[config.mk]
export PLATFORM = sky130hd
export DESIGN_NAME = spi_master_mmio
export DESIGN_NICKNAME = d
export VERILOG_FILES = /design/src/rtl/spi_pkg.sv /design/src/rtl/spi_master_mmio_fifo.sv /design/src/rtl/spi_master_mmio.sv
export SDC_FILE = /design/constraint.sdc
export NUM_CORES = 1
export LEC_CHECK = 0
export CAP_MARGIN = 20
export CORE_ASPECT_RATIO = 0.8
export CORE_MARGIN = 2
export CORE_UTILIZATION = 40
export DETAILED_ROUTE_END_ITERATION = 6
export GPL_ROUTABILITY_DRIVEN = 0
export GPL_TIMING_DRIVEN = 0
export PLACE_DENSITY = 0.71
export SYNTH_ARGS = -nofsm -noshare
export SYNTH_HDL_FRONTEND = slang
export SYNTH_SLANG_ARGS = --single-unit
export TNS_END_PERCENT = 20
[constraint.sdc]
create_clock -name clk -period 3.96 [get_ports clk]
set_clock_uncertainty 0.15 [all_clocks]
set_input_delay 0.792 -clock clk [delete_from_list [all_inputs] [get_ports clk]]
set_output_delay 0.792 -clock clk [all_outputs]
set_load 0.005 [all_outputs]
[src/rtl/spi_pkg.sv]
// Shared constants and types for the memory-mapped SPI master.
// Register offsets are byte offsets within the 256-byte window.
package spi_pkg;

    localparam logic [7:0] OFF_SCKDIV = 8'h00;
    localparam logic [7:0] OFF_CSID   = 8'h10;
    localparam logic [7:0] OFF_CSMODE = 8'h18;
    localparam logic [7:0] OFF_TXDATA = 8'h48;
    localparam logic [7:0] OFF_RXDATA = 8'h4c;

    localparam logic [1:0] CSMODE_AUTO = 2'd0;
    localparam logic [1:0] CSMODE_HOLD = 2'd2;
    localparam logic [1:0] CSMODE_OFF  = 2'd3;

    typedef enum logic [1:0] {
        ST_IDLE,
        ST_LOW,
        ST_HIGH
    } spi_state_e;

endpackage

[src/rtl/spi_master_mmio_fifo.sv]
// Synchronous FIFO with first-word fall-through head output.
// A push while full is accepted only when a pop happens in the same cycle.
module sync_fifo #(
    parameter int W       = 8,
    parameter int LGDEPTH = 3
) (
    input  logic         clk,
    input  logic         reset,
    input  logic         push,
    input  logic [W-1:0] din,
    input  logic         pop,
    output logic         full,
    output logic         empty,
    output logic [W-1:0] head
);

    localparam int DEPTH = 1 << LGDEPTH;
    localparam logic [LGDEPTH:0] FULL_CNT = (LGDEPTH + 1)'(DEPTH);

    logic [W-1:0]       mem_q [DEPTH];
    logic [LGDEPTH-1:0] wptr_q, wptr_d;
    logic [LGDEPTH-1:0] rptr_q, rptr_d;
    logic [LGDEPTH:0]   cnt_q, cnt_d;
    logic               do_push, do_pop;

    assign empty = (cnt_q == '0);
    assign full  = (cnt_q == FULL_CNT);
    assign head  = mem_q[rptr_q];

    always_comb begin
        do_pop  = pop && !empty;
        do_push = push && (!full || do_pop);
        wptr_d  = wptr_q;
        rptr_d  = rptr_q;
        cnt_d   = cnt_q;
        if (do_push) begin
            wptr_d = wptr_q + LGDEPTH'(1);
        end
        if (do_pop) begin
            rptr_d = rptr_q + LGDEPTH'(1);
        end
        if (do_push && !do_pop) begin
            cnt_d = cnt_q + (LGDEPTH + 1)'(1);
        end else if (do_pop && !do_push) begin
            cnt_d = cnt_q - (LGDEPTH + 1)'(1);
        end
    end

    always_ff @(posedge clk) begin
        if (reset) begin
            wptr_q <= '0;
            rptr_q <= '0;
            cnt_q  <= '0;
        end else begin
            wptr_q <= wptr_d;
            rptr_q <= rptr_d;
            cnt_q  <= cnt_d;
        end
    end

    // Storage needs no reset: pointers define what is valid.
    always_ff @(posedge clk) begin
        if (do_push) begin
            mem_q[wptr_q] <= din;
        end
    end

endmodule

[src/rtl/spi_master_mmio.sv]
// Memory-mapped SPI master (mode 0) with programmable SCK divider,
// TX/RX FIFOs and chip-select modes; responds in the request cycle.
module spi_master_mmio
    import spi_pkg::*;
#(
    parameter logic [31:0] BASE_ADDR    = 32'h10024000,
    parameter int          NCS          = 1,
    parameter int          FIFO_LGDEPTH = 3,
    parameter int          DIV_W        = 12
) (
    input  logic            clk,
    input  logic            reset,
    input  logic            rq_en,
    input  logic [31:0]     rq_addr,
    input  logic            rq_iswrite,
    input  logic [31:0]     rq_data,
    output logic            rq_hit,
    output logic            rs_en,
    output logic [31:0]     rs_data,
    output logic            spi_clk,
    output logic            spi_mosi,
    input  logic            spi_miso,
    output logic [NCS-1:0]  spi_csn
);

    localparam int CSID_W = (NCS > 1) ? $clog2(NCS) : 1;
    localparam logic [CSID_W-1:0] CSID_MASK = (NCS > 1) ? '1 : '0;

    logic [DIV_W-1:0]  sckdiv_q, sckdiv_d;
    logic [CSID_W-1:0] csid_q, csid_d;
    logic [1:0]        csmode_q, csmode_d;
    logic              rx_ovf_q, rx_ovf_d;

    spi_state_e        state_q, state_d;
    logic [DIV_W-1:0]  cnt_q, cnt_d;
    logic [2:0]        bitcnt_q, bitcnt_d;
    logic [7:0]        tx_sh_q, tx_sh_d;
    logic [7:0]        rx_sh_q, rx_sh_d;
    logic              spi_clk_q, spi_clk_d;
    logic              spi_mosi_q, spi_mosi_d;
    logic [NCS-1:0]    spi_csn_q, spi_csn_d;

    logic [7:0] off;
    logic       in_win;
    logic       sel_sckdiv, sel_csid, sel_csmode, sel_tx, sel_rx;
    logic       wr, rd;

    logic       tx_push, tx_pop, tx_full, tx_empty;
    logic [7:0] tx_head;
    logic       rx_push, rx_pop, rx_full, rx_empty;
    logic [7:0] rx_head;
    logic       terminal, cs_act;
    logic       unused_ok;

    assign unused_ok = ^rq_data;

    assign off    = rq_addr[7:0];
    assign in_win = (rq_addr[31:8] == BASE_ADDR[31:8]);

    always_comb begin
        sel_sckdiv = in_win && (off == OFF_SCKDIV);
        sel_csid   = in_win && (off == OFF_CSID);
        sel_csmode = in_win && (off == OFF_CSMODE);
        sel_tx     = in_win && (off == OFF_TXDATA);
        sel_rx     = in_win && (off == OFF_RXDATA);
    end

    assign rq_hit = sel_sckdiv | sel_csid | sel_csmode | sel_tx | sel_rx;
    assign rs_en  = rq_en && rq_hit;
    assign wr     = rs_en && rq_iswrite;
    assign rd     = rs_en && !rq_iswrite;

    always_comb begin
        rs_data = '0;
        if (rd) begin
            unique case (1'b1)
                sel_sckdiv: rs_data = 32'(sckdiv_q);
                sel_csid:   rs_data = 32'(csid_q);
                sel_csmode: rs_data = {30'b0, csmode_q};
                sel_tx:     rs_data = {tx_full, 31'b0};
                sel_rx:     rs_data = {rx_empty, rx_ovf_q, 22'b0,
                                       rx_empty ? 8'h00 : rx_head};
                default:    rs_data = '0;
            endcase
        end
    end

    // A write that finds the FIFO full is dropped even if the shifter pops.
    assign tx_push = wr && sel_tx && !tx_full;
    assign rx_pop  = rd && sel_rx && !rx_empty;

    sync_fifo #(.W(8), .LGDEPTH(FIFO_LGDEPTH)) u_tx_fifo (
        .clk   (clk),
        .reset (reset),
        .push  (tx_push),
        .din   (rq_data[7:0]),
        .pop   (tx_pop),
        .full  (tx_full),
        .empty (tx_empty),
        .head  (tx_head)
    );

    sync_fifo #(.W(8), .LGDEPTH(FIFO_LGDEPTH)) u_rx_fifo (
        .clk   (clk),
        .reset (reset),
        .push  (rx_push),
        .din   (rx_sh_q),
        .pop   (rx_pop),
        .full  (rx_full),
        .empty (rx_empty),
        .head  (rx_head)
    );

    always_comb begin
        sckdiv_d = sckdiv_q;
        csid_d   = csid_q;
        csmode_d = csmode_q;
        if (wr && sel_sckdiv) begin
            sckdiv_d = rq_data[DIV_W-1:0];
        end
        if (wr && sel_csid) begin
            csid_d = rq_data[CSID_W-1:0] & CSID_MASK;
        end
        if (wr && sel_csmode) begin
            csmode_d = rq_data[1:0];
        end
    end

    always_comb begin
        state_d    = state_q;
        cnt_d      = cnt_q;
        bitcnt_d   = bitcnt_q;
        tx_sh_d    = tx_sh_q;
        rx_sh_d    = rx_sh_q;
        spi_clk_d  = spi_clk_q;
        spi_mosi_d = spi_mosi_q;
        tx_pop     = 1'b0;
        rx_push    = 1'b0;
        terminal   = (cnt_q == '0);
        unique case (state_q)
            ST_IDLE: begin
                spi_clk_d  = 1'b0;
                spi_mosi_d = 1'b0;
                if (!tx_empty) begin
                    tx_pop     = 1'b1;
                    tx_sh_d    = tx_head;
                    bitcnt_d   = 3'd7;
                    cnt_d      = sckdiv_q;
                    spi_mosi_d = tx_head[7];
                    state_d    = ST_LOW;
                end
            end
            ST_LOW: begin
                if (terminal) begin
                    rx_sh_d   = {rx_sh_q[6:0], spi_miso};
                    cnt_d     = sckdiv_q;
                    spi_clk_d = 1'b1;
                    state_d   = ST_HIGH;
                end else begin
                    cnt_d = cnt_q - DIV_W'(1);
                end
            end
            ST_HIGH: begin
                if (terminal) begin
                    spi_clk_d = 1'b0;
                    if (bitcnt_q != 3'd0) begin
                        tx_sh_d    = {tx_sh_q[6:0], 1'b0};
                        spi_mosi_d = tx_sh_q[6];
                        bitcnt_d   = bitcnt_q - 3'd1;
                        cnt_d      = sckdiv_q;
                        state_d    = ST_LOW;
                    end else begin
                        rx_push    = 1'b1;
                        spi_mosi_d = 1'b0;
                        state_d    = ST_IDLE;
                    end
                end else begin
                    cnt_d = cnt_q - DIV_W'(1);
                end
            end
            default: state_d = ST_IDLE;
        endcase
    end

    always_comb begin
        rx_ovf_d = rx_ovf_q;
        if (rd && sel_rx) begin
            rx_ovf_d = 1'b0;
        end
        if (rx_push && rx_full && !rx_pop) begin
            rx_ovf_d = 1'b1;
        end
    end

    always_comb begin
        unique case (csmode_q)
            CSMODE_HOLD: cs_act = 1'b1;
            CSMODE_OFF:  cs_act = 1'b0;
            default:     cs_act = (state_q != ST_IDLE) || !tx_empty;
        endcase
        for (int i = 0; i < NCS; i++) begin
            spi_csn_d[i] = !(cs_act && (csid_q == CSID_W'(i)));
        end
    end

    always_ff @(posedge clk) begin
        if (reset) begin
            sckdiv_q   <= '0;
            csid_q     <= '0;
            csmode_q   <= CSMODE_AUTO;
            rx_ovf_q   <= 1'b0;
            state_q    <= ST_IDLE;
            cnt_q      <= '0;
            bitcnt_q   <= '0;
            tx_sh_q    <= '0;
            rx_sh_q    <= '0;
            spi_clk_q  <= 1'b0;
            spi_mosi_q <= 1'b0;
            spi_csn_q  <= '1;
        end else begin
            sckdiv_q   <= sckdiv_d;
            csid_q     <= csid_d;
            csmode_q   <= csmode_d;
            rx_ovf_q   <= rx_ovf_d;
            state_q    <= state_d;
            cnt_q      <= cnt_d;
            bitcnt_q   <= bitcnt_d;
            tx_sh_q    <= tx_sh_d;
            rx_sh_q    <= rx_sh_d;
            spi_clk_q  <= spi_clk_d;
            spi_mosi_q <= spi_mosi_d;
            spi_csn_q  <= spi_csn_d;
        end
    end

    assign spi_clk  = spi_clk_q;
    assign spi_mosi = spi_mosi_q;
    assign spi_csn  = spi_csn_q;

endmodule

==> results of run 1 <==
worst min-delay path, cell delays in order (launching register included):
cell and delay, ns:
dfxtp_1 0.31, inv_1 0.05, a211oi_1 0.05
worst paths after layout:
path	from	end	slack, ns	depth (start not counted)
worst min-delay path	spi_mosi$_SDFFE_PP0P_	spi_mosi$_SDFFE_PP0P_	0.32	2
worst max-delay path	rq_addr[13]	rs_data[9]	0.05	8
worst min register to register	spi_mosi$_SDFFE_PP0P_	spi_mosi$_SDFFE_PP0P_	0.32	2
worst max register to register	cnt_q[0]$_SDFFE_PP0P_	u_rx_fifo.cnt_q[3]$_SDFFE_PP0P_	0.44	14
synthesized netlist by cell type, drive strengths merged (4+ instances only):
master and instances:
a211oi 10, and4b 4, inv 18, nand3 4, nor2 62, a22oi 9, xnor2 6, or4 5
or3 7, nor3 22, mux2i 23, nor2b 20, xor2 4, o32ai 6, nand2 48, o21ai 20
nor4 21, a31oi 5, clkbuf 22, mux2 14, a21oi 38, dfxtp 76, ha 18, and3 8
edfxtp 128, mux4 32, nand4 5, buf 28, and2 8, nor4b 4, nand2b 10
sequential cells by signal, summed over array words and instances (netlist names), 2 cells and up, named ones only:
name / cells
bitcnt_q: 3
csmode_q: 2
u_rx_fifo.rptr_q: 3
cnt_q: 12
u_tx_fifo.rptr_q: 3
u_tx_fifo.mem_q: 64
u_rx_fifo.cnt_q: 4
u_tx_fifo.wptr_q: 3
state_q: 2
u_rx_fifo.wptr_q: 3
u_tx_fifo.cnt_q: 4
tx_sh_q: 7
u_rx_fifo.mem_q: 64
sckdiv_q: 12
rx_sh_q: 8
timing repair:
action | CTS | global route
endpoints found under the hold margin | 0 | 0
endpoints found under the setup margin | 30 | 14
pin swaps | 9 | 11
buffers inserted | 15 | 6
gates resized for setup | 33 | 23
stage by stage:
stage | cell area, sq um | util | instances
floorplan | 9258 | - | 744
CTS | 11410 | 0.5073 | 1178
global placement | 10310 | 0.4583 | 1117
detailed placement | 10370 | 0.4609 | 1124
finish | 11540 | 0.5130 | 1184
global route | 11540 | 0.5130 | 1184
cell type report:
cell class                 instances  area (sq um)
multi-input combinational        472          3752
buffer                            49         279.0
tap                              306         382.9
sequential                       204          5366
clock buffer                      25         583.1
timing repair buffer              95         895.9
clock inverter                    15         216.5
fill                            1890         10960
inverter                          18         67.56
cells by family (layout without fill, tap and decap cells):
logic type	Yosys count	after routing	share of synthesized area
adder cells (fa/ha/maj)	20	20	0.02885
XOR/XNOR	10	10	0.009526
flip-flops	204	204	0.5836
AND/OR/NAND/NOR	245	245	0.1433
other	1	18	0.0004079
AO/OA/AOI/OAI	110	110	0.07676
multiplexers	69	69	0.1206
buffers and inverters	68	202	0.03702
per-layer routing:
| metal | track usage | vias to the layer above | share of wire |
|---|---|---|---|
| met5 | 0 | - | 0 |
| met3 | 0.03661 | 47 | 0.083 |
| li1 | - | 2992 | - |
| met4 | 0.06200 | 0 | 0.030 |
| met2 | 0.2678 | 289 | 0.44 |
| met1 | 0.2605 | 3172 | 0.45 |
power by group through the flow:
stage                     sequential [uW]  combinational [uW]  clock (uW)
after floorplan                      2540                1520           0
after global placement               2570                2000           0
after detailed placement             2580                2040           0
after CTS                            2530                2060        2280
after global routing                 2560                2330        2360
final                                2530                2130        2250
cells in the final DEF, fill, tap and decap left out, types with 17 or more instances in the layout:
cell type	count
ha_1	17
mux4_2	32
nor2b_1	19
mux2i_1	23
nand2_1	46
nor2_1	61
clkbuf_16	23
inv_1	17
clkbuf_1	22
conb_1	18
edfxtp_1	128
o21ai_0	19
clkdlybuf4s50_1	57
a21oi_1	35
nor3_1	18
dfxtp_1	75
buf_4	43
==> metrics.md, run 1 <==
| Metric | Value |
|---|---|
| Outcome | `completed` |
| Skew-Pair Late Insertion Delay | `0.50 ns` |
| Clock transition at path regs | `0.06 ns` |
| Post-Syn Area | `9194 sq um` |
| Buf/Inv on CP | `4` |
| Maximum VDD drop | `0.3310 mV` |
| Mean Syn Cell Area | `12.65 sq um` |
| Kind of critical path | `in -> out` |
| RSZ-0062 raised after global routing | `yes` |
| Worst Setup Slack, final | `0.04622 ns` |
| Cts bufs inserted | `22` |
| Pre-CTS WS | `-1.116 ns` |
| CTS tree | `built` |
| Tot Pwr | `6913 uW` |
| Fin. max-slew vios | `0` |
| Register bit total from synthesis | `204` |
| Initial DRC count | `726` |
| Number of vias after detailed routing | `6500` |
| Maxcap violations | `0` |
| Antenna diodes | `0` |
| Ys Warns | `0` |
| Hold Crit Class | `reg -> reg` |
| NumNets Final | `951` |
| Final Cycle Share | `0.9883` |
| Clock power frac | `0.326` |
| Port Buffer Count | `67` |
| Vias per cell | `5.490` |
| Slew @ Worst Pin | `0.9772 ns` |
| Sequential power share | `0.367` |
| Initial Util | `0.4086` |
| Crit start category | `input port` |
| Die Footprint | `24220 sq um` |
| GRT Total Usage | `0.1792` |
| Switch share | `0.3260` |
| CTS Hold Bufs | `0` |
| Post-layout min period | `3.914 ns` |
| Power Density | `598.9 nW/um^2` |
| Global-route wire length before repair | `34080 um` |
| Area grow syn2layout | `25.56%` |
| Number of H-tree levels | `1` |
| Largest net degree at the start of global routing | `16` |
| Slowest-stage cell, CP | `clkdlybuf4s50_1` |
| Asr flop ratio synth | `0` |
| # DRC | `0` |
| Most used flip-flop cell after synthesis | `edfxtp_1` |
| Hold Vio Cnt, Final | `0` |
| Critical path peak fanout | `7` |
| Number of synthesized flops with an enable pin | `128` |
| Post-route ant nets | `0` |
| Setup tns final | `0 ns` |
| Slowest cell delay on critical path | `0.52 ns` |
| Die Width | `173.5 um` |
| Routed wire length | `22210 um` |
| Total congestion overflow | `0` |
| Required time worst endpoint | `3.02 ns` |
| Cell variety after synth | `61` |
| Comb power frac | `0.308` |
| Root Driver | `clkbuf_16` |
| # rows | `49` |
| 1st-pass router iterations | `7` |
| Clock sinks | `204` |
| Critical path data arrival time | `2.97 ns` |
| Yosys top cell by area | `edfxtp_1` |
| HPWL Detailed | `15540 um` |
| WL/cell | `18.76 um` |
| Synth top area cells | `edfxtp_1 42%, dfxtp_1 17%, mux4_2 7.8%` |
| Max Fclk | `255.5 MHz` |
| Sequential element share of the synthesized area | `0.5836` |
| Setup-failing EPs final | `0` |
| Initial antenna violation count | `0` |
| Leak | `0.004109 uW` |
| Synth Instances | `727` |
| Crit path cell chain | `clkdlybuf4s50_1, nor4b_2, nand4_1, buf_6, nor3_4, buf_6, and3_1, clkdlybuf4s50_1` |
| Cell internal pwr | `4659 uW` |
| Vias in the first global route | `6193` |
| Top Ports | `106` |
| Max clock buf depth | `3` |
| Core Area | `22500 sq um` |
| Critical path capture point type | `output port` |
| Die height | `139.6 um` |
| Hold WS | `0.3169 ns` |
| Area share of the largest cell type after synthesis | `0.4181` |
| CP top delay family | `buffers and inverters` |
| Fraction of final layout cells sized beyond drive strength 1 | `0.2016` |
| NetSw | `2254 uW` |
| Relative slew slack | `0.3414` |
(Power assumes the default switching activity.)
==> inputs of run 2 (changes only) <==
--- a/config.mk
+++ b/config.mk
@@ -9,6 +9,7 @@
 export CORE_ASPECT_RATIO = 0.8
 export CORE_MARGIN = 2
 export CORE_UTILIZATION = 40
+export CTS_CLUSTER_SIZE = 28
 export DETAILED_ROUTE_END_ITERATION = 6
 export GPL_ROUTABILITY_DRIVEN = 0
 export GPL_TIMING_DRIVEN = 0
==> results of run 2 <==
The final DEF is identical to that of run 1; final timing and power are the same.
==> inputs of run 3 (changes only) <==
--- a/config.mk
+++ b/config.mk
@@ -6,8 +6,8 @@
 export NUM_CORES = 1
 export LEC_CHECK = 0
 export CAP_MARGIN = 20
-export CORE_ASPECT_RATIO = 0.8
-export CORE_MARGIN = 2
+export CORE_ASPECT_RATIO = 1.75
+export CORE_MARGIN = 3
 export CORE_UTILIZATION = 40
 export CTS_CLUSTER_SIZE = 28
 export DETAILED_ROUTE_END_ITERATION = 6
==> run 3 against run 2 <==
  * The flow now finishes with violations (negative setup slack)
  * Wire length up 0.59%
  * Cell count down 1.6%
  * Clock power down 19%
  * Sequential share of layout area up 0.84 points
  * Non-clock buffer count down 5
  * Global-route usage down 0.11 points
  * Register-to-register slack worse by 0.20 ns
  * First-iteration DRC count down 45%
  * Highest routed layer unchanged
==> metrics.md, run 3 (synthesis results as in run 1) <==
| Metric | Value |
|---|---|
| Outcome | `finished with violations` |
| Failing checks | `negative setup slack` |
| HPWL Detailed | `16180 um` |
| Maximum VDD drop | `0.3514 mV` |
| Comb power frac | `0.326` |
| Root Driver | `clkbuf_16` |
| Cell internal pwr | `4301 uW` |
| Clock sinks | `204` |
| Final Cycle Share | `1.002` |
| Highest-count cells in the layout ignoring fill and taps | `128 x edfxtp_1, 75 x dfxtp_1, 61 x nor2_1, 56 x clkdlybuf4s50_1, 46 x nand2_1` |
| Top Ports | `106` |
| Post-layout min period | `3.970 ns` |
| Tot Pwr | `6471 uW` |
| Largest net degree at the start of global routing | `15` |
| Buf/Inv on CP | `5` |
| Critical path capture point type | `output port` |
| Core Area | `22340 sq um` |
| Slowest cell delay on critical path | `0.53 ns` |
| Die Width | `120.6 um` |
| Vias in the first global route | `6365` |
| Crit start category | `input port` |
| Skew-Pair Late Insertion Delay | `0.49 ns` |
| Initial DRC count | `401` |
| Area grow syn2layout | `23.33%` |
| WL/cell | `19.17 um` |
| Slowest-stage cell, CP | `clkdlybuf4s50_1` |
| Hold Crit Class | `reg -> reg` |
| Post-route ant nets | `0` |
| WP depth | `10` |
| Critical path peak fanout | `8` |
| Register area | `5366 sq um` |
| Required time worst endpoint | `3.02 ns` |
| Clock transition at path regs | `0.06 ns` |
| Global-route wire length before repair | `34530 um` |
| # DRC | `0` |
| Multi-input gate area in the final layout | `3754 sq um` |
| Die Footprint | `24910 sq um` |
| Top Registers | `u_rx_fifo.mem_q: 64 flops, u_tx_fifo.mem_q: 64 flops` |
| Routed wire length | `22340 um` |
| Fillers | `1982` |
| Fin. max-slew vios | `0` |
| NetSw | `2171 uW` |
| Critical path data arrival time | `3.03 ns` |
| Crit path cell chain | `clkdlybuf4s50_1, nor4_2, nand4_1, buf_4, buf_4, nor3_4, buf_12, a32oi_1, nor2_1, clkdlybuf4s50_1` |
| R2r startpoint | `cnt_q[0]$_SDFFE_PP0P_` |
| Reg2Reg Depth | `14` |
| Hold Vio Cnt, Final | `0` |
| Relative slew slack | `0.3680` |
| R2R Path End | `u_rx_fifo.cnt_q[3]$_SDFFE_PP0P_` |
| GRT Total Usage | `0.1781` |
| Initial antenna violation count | `0` |
| Worst Setup Slack, final | `-0.009707 ns` |
| CP endpoint | `rs_data[0]` |
| Setup-failing EPs final | `1` |
| Antenna diodes | `0` |
| CP startpoint | `rq_addr[9]` |
| Total congestion overflow | `0` |
| Power Density | `570.7 nW/um^2` |
| Number of vias after detailed routing | `6329` |
| CTS tree | `built` |
| NumNets Final | `944` |
| # rows | `72` |
| Switch share | `0.3354` |
| Port Buffer Count | `67` |
| Fraction of final layout cells sized beyond drive strength 1 | `0.1887` |
| Max clock buf depth | `3` |
| Clock power frac | `0.283` |
| Setup slack, reg-to-reg | `0.24 ns` |
| Final core occ | `0.5075` |
| Kind of critical path | `in -> out` |
| Initial Util | `0.4115` |
| Maxcap violations | `0` |
| Leak | `0.004020 uW` |
| Slew @ Worst Pin | `0.9357 ns` |
| RSZ-0062 raised after global routing | `yes` |
| 1st-pass router iterations | `4` |
| Pre-CTS WS | `-1.055 ns` |
| Number of H-tree levels | `1` |
| Cts bufs inserted | `20` |
| Max Fclk | `251.9 MHz` |
| Sequential power share | `0.391` |
| Vias per cell | `5.433` |
| Commonest non-fill, non-tap cell in the layout | `edfxtp_1` |
| Die height | `206.6 um` |
| CP top delay family | `buffers and inverters` |
## run 3: cell count changes in the layout (fill, tap and decap cells not counted), sizes merged
cell           previous run  this run
buf                      57        51
bufinv                    5         1
clkdlybuf4s50            57        56
dlymetal6s2s              3         5
inv                      21        18
clkdlybuf4s15             1         0
clkinv                    6         7
clkbuf                   45        48
## run 3: area by class of cell
cell class              instances  share of cell area
inverters                      18            0.005959
repair buffers                 90             0.07714
plain buffers                  49             0.02461
well taps                     296             0.03266
multi-input cells             472              0.3311
clock inverters                 9            0.006069
clock buffers                  27             0.04922
flip-flops and latches        204              0.4733
## run 3: how the worst min path moves through the flow
stage | slack, ns | depth (start not counted) | from | end
2_1_floorplan | 0.29 | 1 | bitcnt_q[1]$_SDFFE_PP0P_ | bitcnt_q[1]$_SDFFE_PP0P_
3_3_place_gp | 0.30 | 1 | bitcnt_q[1]$_SDFFE_PP0P_ | bitcnt_q[1]$_SDFFE_PP0P_
3_5_place_dp | 0.32 | 2 | cnt_q[1]$_SDFFE_PP0P_ | cnt_q[1]$_SDFFE_PP0P_
4_1_cts | 0.32 | 2 | cnt_q[1]$_SDFFE_PP0P_ | cnt_q[1]$_SDFFE_PP0P_
5_1_grt | 0.36 | 2 | spi_clk$_SDFFE_PP0P_ | spi_clk$_SDFFE_PP0P_
6_report | 0.32 | 2 | cnt_q[1]$_SDFFE_PP0P_ | cnt_q[1]$_SDFFE_PP0P_
## run 3: per-layer routing
| metal | wire (um) | GRT usage |
|---|---|---|
| met1 | 7929 | 0.1869 |
| met2 | 12530 | 0.3527 |
| met3 | 1180 | 0.02508 |
| met4 | 699 | 0.06807 |
| met5 | 0 | 0 |
## run 3: worst min-delay path, stage by stage, from the launching register on
cell and delay, ns:
dfxtp_1 0.32, nand2_1 0.05, a21oi_1 0.05
## run 3: stage by stage
step / hold slack (ns) / setup TNS, ns / area (sq um) / instances
after floorplan: 0.2907 / 0 / 9258 / 744
after global placement: 0.3011 / -69.33 / 10300 / 1107
after detailed placement: 0.3156 / -39.00 / 10360 / 1112
after CTS: 0.3244 / -0.04560 / 11210 / 1159
after global routing: 0.3641 / -0.3179 / 11340 / 1165
final: 0.3191 / -0.009707 / 11340 / 1165
## run 3: power by group through the flow
stage	Clock (uW)	Combinational, uW	Sequential, uW
after CTS	1860	2090	2530
after global placement	0	2040	2570
after global routing	1940	2330	2550
final	1830	2110	2530
after detailed placement	0	2070	2580
after floorplan	0	1520	2540
## run 3: what timing repair did
item,4_1_cts,5_1_grt
pin swaps,9,9
endpoints found under the setup margin,18,11
setup buffers,12,6
resized for setup,31,22
hold buffers,0,0
==> variant 1, RTL diff (flow settings as in run 3) <==
Re-encode `spi_state_e` (3 states) as one-hot, 3 bits wide.
--- a/src/rtl/spi_pkg.sv
+++ b/src/rtl/spi_pkg.sv
@@ -12,10 +12,10 @@
     localparam logic [1:0] CSMODE_HOLD = 2'd2;
     localparam logic [1:0] CSMODE_OFF  = 2'd3;
 
-    typedef enum logic [1:0] {
-        ST_IDLE,
-        ST_LOW,
-        ST_HIGH
+    typedef enum logic [2:0] {
+        ST_IDLE = 3'b001,
+        ST_LOW  = 3'b010,
+        ST_HIGH = 3'b100
     } spi_state_e;
 
 endpackage
Check against the original RTL: same outputs for any inputs over 4 cycles, from zero or initial values and one cycle with reset high; so few cycles prove little.
==> variant 1 against run 3 <==
- the flow still finishes with violations (setup timing)
- fmax is 3.8% lower
- via count is 3.3% lower
- synthesized area is 1.3% higher
- die area is 1.3% higher
- critical path depth is 3 lower
- setup slack worse by 0.16 ns
- final cell count is 1.4% lower
- final area is 0.22% higher
- routed wire length is 1.8% lower
- sequential cell count is 1 higher
Power is not compared: it rests on default switching activity, and its combinational part moved more than twofold at a synthesized area within 25%.
==> variant 1: results (changes against run 3) <==
metric;value;unit;change
track_usage;0.1743;;-0.003828
wl_met2;12320;um;-1.7%
drive_gt1_frac;0.1932;;+0.004446
dp_slack;-0.7290;ns;+0.3259 ns
setup_ws;-0.1651;ns;-0.1554 ns
worst-r2r-setup-slack;0.15;ns;-0.09 ns
nFillCells;2016;;+1.7%
vias;6118;;-3.3%
drt_iter0_markers;352;;-12%
power.total;5.561;mW;
firstDrtPassIters;5;;+1
cp_max_fo;4;;-4
fin_nets;920;;-2.5%
routed-wl-met3;826;um;-30%
placed_area;10490;um2;+1.3%
violations;setup timing;;
grt_max_degree;17;;+2
setup_violations;9;;+8
cp-startpoint;rq_addr[0];;
hold_slack;0.3001;ns;-0.01902 ns
status;finished with violations;;
maxSlewHeadroom;0.3575;;-0.01053
yosys-top-cells-count;edfxtp_1 (128), dfxtp_1 (77), nor2_1 (56);;
ys_types;68;;+11%
crit_arrival;3.18;ns;+0.15 ns
routed_wl;21940;um;-1.8%
grt_pass1_wl;34130;um;-1.2%
holdCritStartpoint;tx_sh_q[1];;
met3_usage;0.01822;;-0.006860
instances_no_fill;1149;;-1.4%
[variant 1: changes by cell type after synthesis, sizes merged, moves of 7 or more]
| cell | run 3 | this run |
|---|---|---|
| nor2b | 20 | 7 |
| nand2b | 10 | 37 |
| buf | 28 | 37 |
| mux2i | 23 | 38 |
| a22oi | 9 | 2 |
| clkbuf | 22 | 14 |
| a211oi | 10 | 1 |
| nand2 | 48 | 39 |
| o21ai | 20 | 6 |
[variant 1: logic make-up after synthesis]
logic type | share of synthesized area
fa+ha+maj | 0.02310
xor+xnor | 0.01034
flops | 0.5780
buf+inv | 0.04015
compound gates | 0.06379
mux | 0.1303
other cells | 0.0004025
simple gates | 0.1539
[variant 1: worst paths after layout]
check                            end  depth (start not counted)
setup / recovery         rs_data[11]                          7
hold / removal            tx_sh_q[1]                          2
setup reg to reg  u_rx_fifo.cnt_q[3]                         15
hold reg to reg           tx_sh_q[1]                          2
[variant 1: cell type report]
| class | count | area, um2 | share of cell area |
|---|---|---|---|
| plain buffers | 51 | 295.3 | 0.02599 |
| clock buffers | 25 | 561.8 | 0.04944 |
| clock inverters | 11 | 170.2 | 0.01497 |
| inverters | 21 | 80.08 | 0.007047 |
| multi-input cells | 455 | 3721 | 0.3275 |
| flip-flops and latches | 205 | 5385 | 0.4739 |
| well taps | 300 | 375.4 | 0.03303 |
| repair buffers | 81 | 774.5 | 0.06816 |
[variant 1: worst max-delay path, stage by stage]
cell,delay [ns]
clkdlybuf4s50_1,0.43
or4_4,0.53
buf_6,0.16
nor4b_4,0.30
and3_4,0.30
and2_4,0.17
clkdlybuf4s50_1,0.50
[variant 1: repair_timing]
action	CTS	global route
gates resized for setup	15	7
pin swaps	6	3
setup buffers	5	4
setup endpoints to repair	17	14
==> variant 2, RTL diff (flow settings as in run 3) <==
Without the edit above. The parameter `DIV_W` goes from 12 to 18.
--- a/src/rtl/spi_master_mmio.sv
+++ b/src/rtl/spi_master_mmio.sv
@@ -6,7 +6,7 @@
     parameter logic [31:0] BASE_ADDR    = 32'h10024000,
     parameter int          NCS          = 1,
     parameter int          FIFO_LGDEPTH = 3,
-    parameter int          DIV_W        = 12
+    parameter int          DIV_W        = 18
 ) (
     input  logic            clk,
     input  logic            reset,
Formal check against the unedited RTL: not equivalent (a bounded check fails within 4 cycles, from zero or initial values and one cycle with reset high).
==> variant 2 against run 3 <==
- critical path depth decreased by 2
- final cell count increased by 8.0%
- power increased by 13%
- sequential cell count increased by 12
- setup slack improved by 0.091 ns
- routed wire length increased by 12%
- final area increased by 7.0%
- die area increased by 8.5%
- synthesized area increased by 8.9%
==> variant 2: results (changes against run 3) <==
metric;value;unit;change
setup_violations;0;;-1
r2r-start;cnt_q[1];;
clk_latency;0.51;ns;+0.02 ns
vias;6976;;+10%
synth_compound_area_frac;0.08073;;+0.003974
final.min_clock_period;3.879;ns;-0.09105 ns
grt_pass1_wl;38520;um;+12%
r2r.worst_path.cells;16;;+2
cp-startpoint;rq_addr[0];;
firstDrtPassIters;6;;+2
grt_max_degree;17;;+2
post_cts_buffers;7;;-5
yosys-top-cells-count;edfxtp_1 (128), dfxtp_1 (88), nor2_1 (65);;
holdCritStartpoint;cnt_q[17];;
crit_arrival;2.94;ns;-0.09 ns
instances_no_fill;1258;;+8.0%
track_usage;0.1792;;+0.001066
ir_drop;0.0003158;V;-10%
drive_gt1_frac;0.1670;;-0.02170
yosysSeqAreaShare;0.5599;;-0.02370
regToRegEndpoint;u_rx_fifo.cnt_q[3];;
routed_wl;24910;um;+12%
synthTopCellsByArea;edfxtp_1 (38%), dfxtp_1 (18%), mux4_2 (7.2%);;
ys_types;73;;+20%
synth_mux_area_frac;0.1371;;+0.01651
wl_met1;8960;um;+13%
routed-wl-met3;1068;um;-9.5%
drt_iter0_markers;556;;+39%
use_met1;0.1932;;+0.006301
wl_met2;13770;um;+9.9%
p_leak;4.265;nW;+6.1%
synthAdderAreaFrac;0.02649;;-0.002358
dp_hpwl;18140;um;+12%
dp_slack;-0.8823;ns;+0.1725 ns
met3_usage;0.02064;;-0.004440
yosys_warnings;0;;unchanged
hold_slack;0.3234;ns;+0.004293 ns
synth_xor_area_frac;0.006998;;-0.002528
whs_endpoint;cnt_q[17];;
fin_nets;1021;;+8.2%
cp_max_fo;10;;+2
status;finished clean;;
use_met2;0.3411;;-0.01153
cp_slowest_stage_delay;0.51;ns;-0.02 ns
tightestPinTransition;0.9657;ns;+0.03000 ns
placed_area;11300;um2;+9.1%
portBuffers;78;;+16%
synth_cells;803;;+10%
[variant 2: cell types whose count changed in the layout (fill, tap and decap cells not counted), sizes merged, moves of 6 or more]
| cell | change |
|---|---|
| and3 | +6 |
| clkbuf | +6 |
| clkdlybuf4s50 | +11 |
| conb | -6 |
| dfxtp | +12 |
| inv | +7 |
| mux2i | +32 |
| nand2 | -21 |
| nand2b | +38 |
| nand3 | +8 |
| nor2b | -15 |
| nor3b | +6 |
| o21ai | +9 |
[variant 2: final cells by class]
cell class	instances	area [um2]
Buffer	56	319.1
Clock buffer	28	561.8
Clock inverter	8	43.79
Fill cell	2136	12500
Inverter	25	93.84
Multi-Input combinational cell	516	4190
Sequential cell	216	5607
Tap cell	312	390.4
Timing Repair Buffer	97	920.9
[variant 2: report_power, final]
part / switching, mW / internal (mW)
Combinational: 1.64 / 1.14
Sequential: 0.183 / 2.55
Clock: 0.816 / 0.995
Total: 2.64 / 4.69
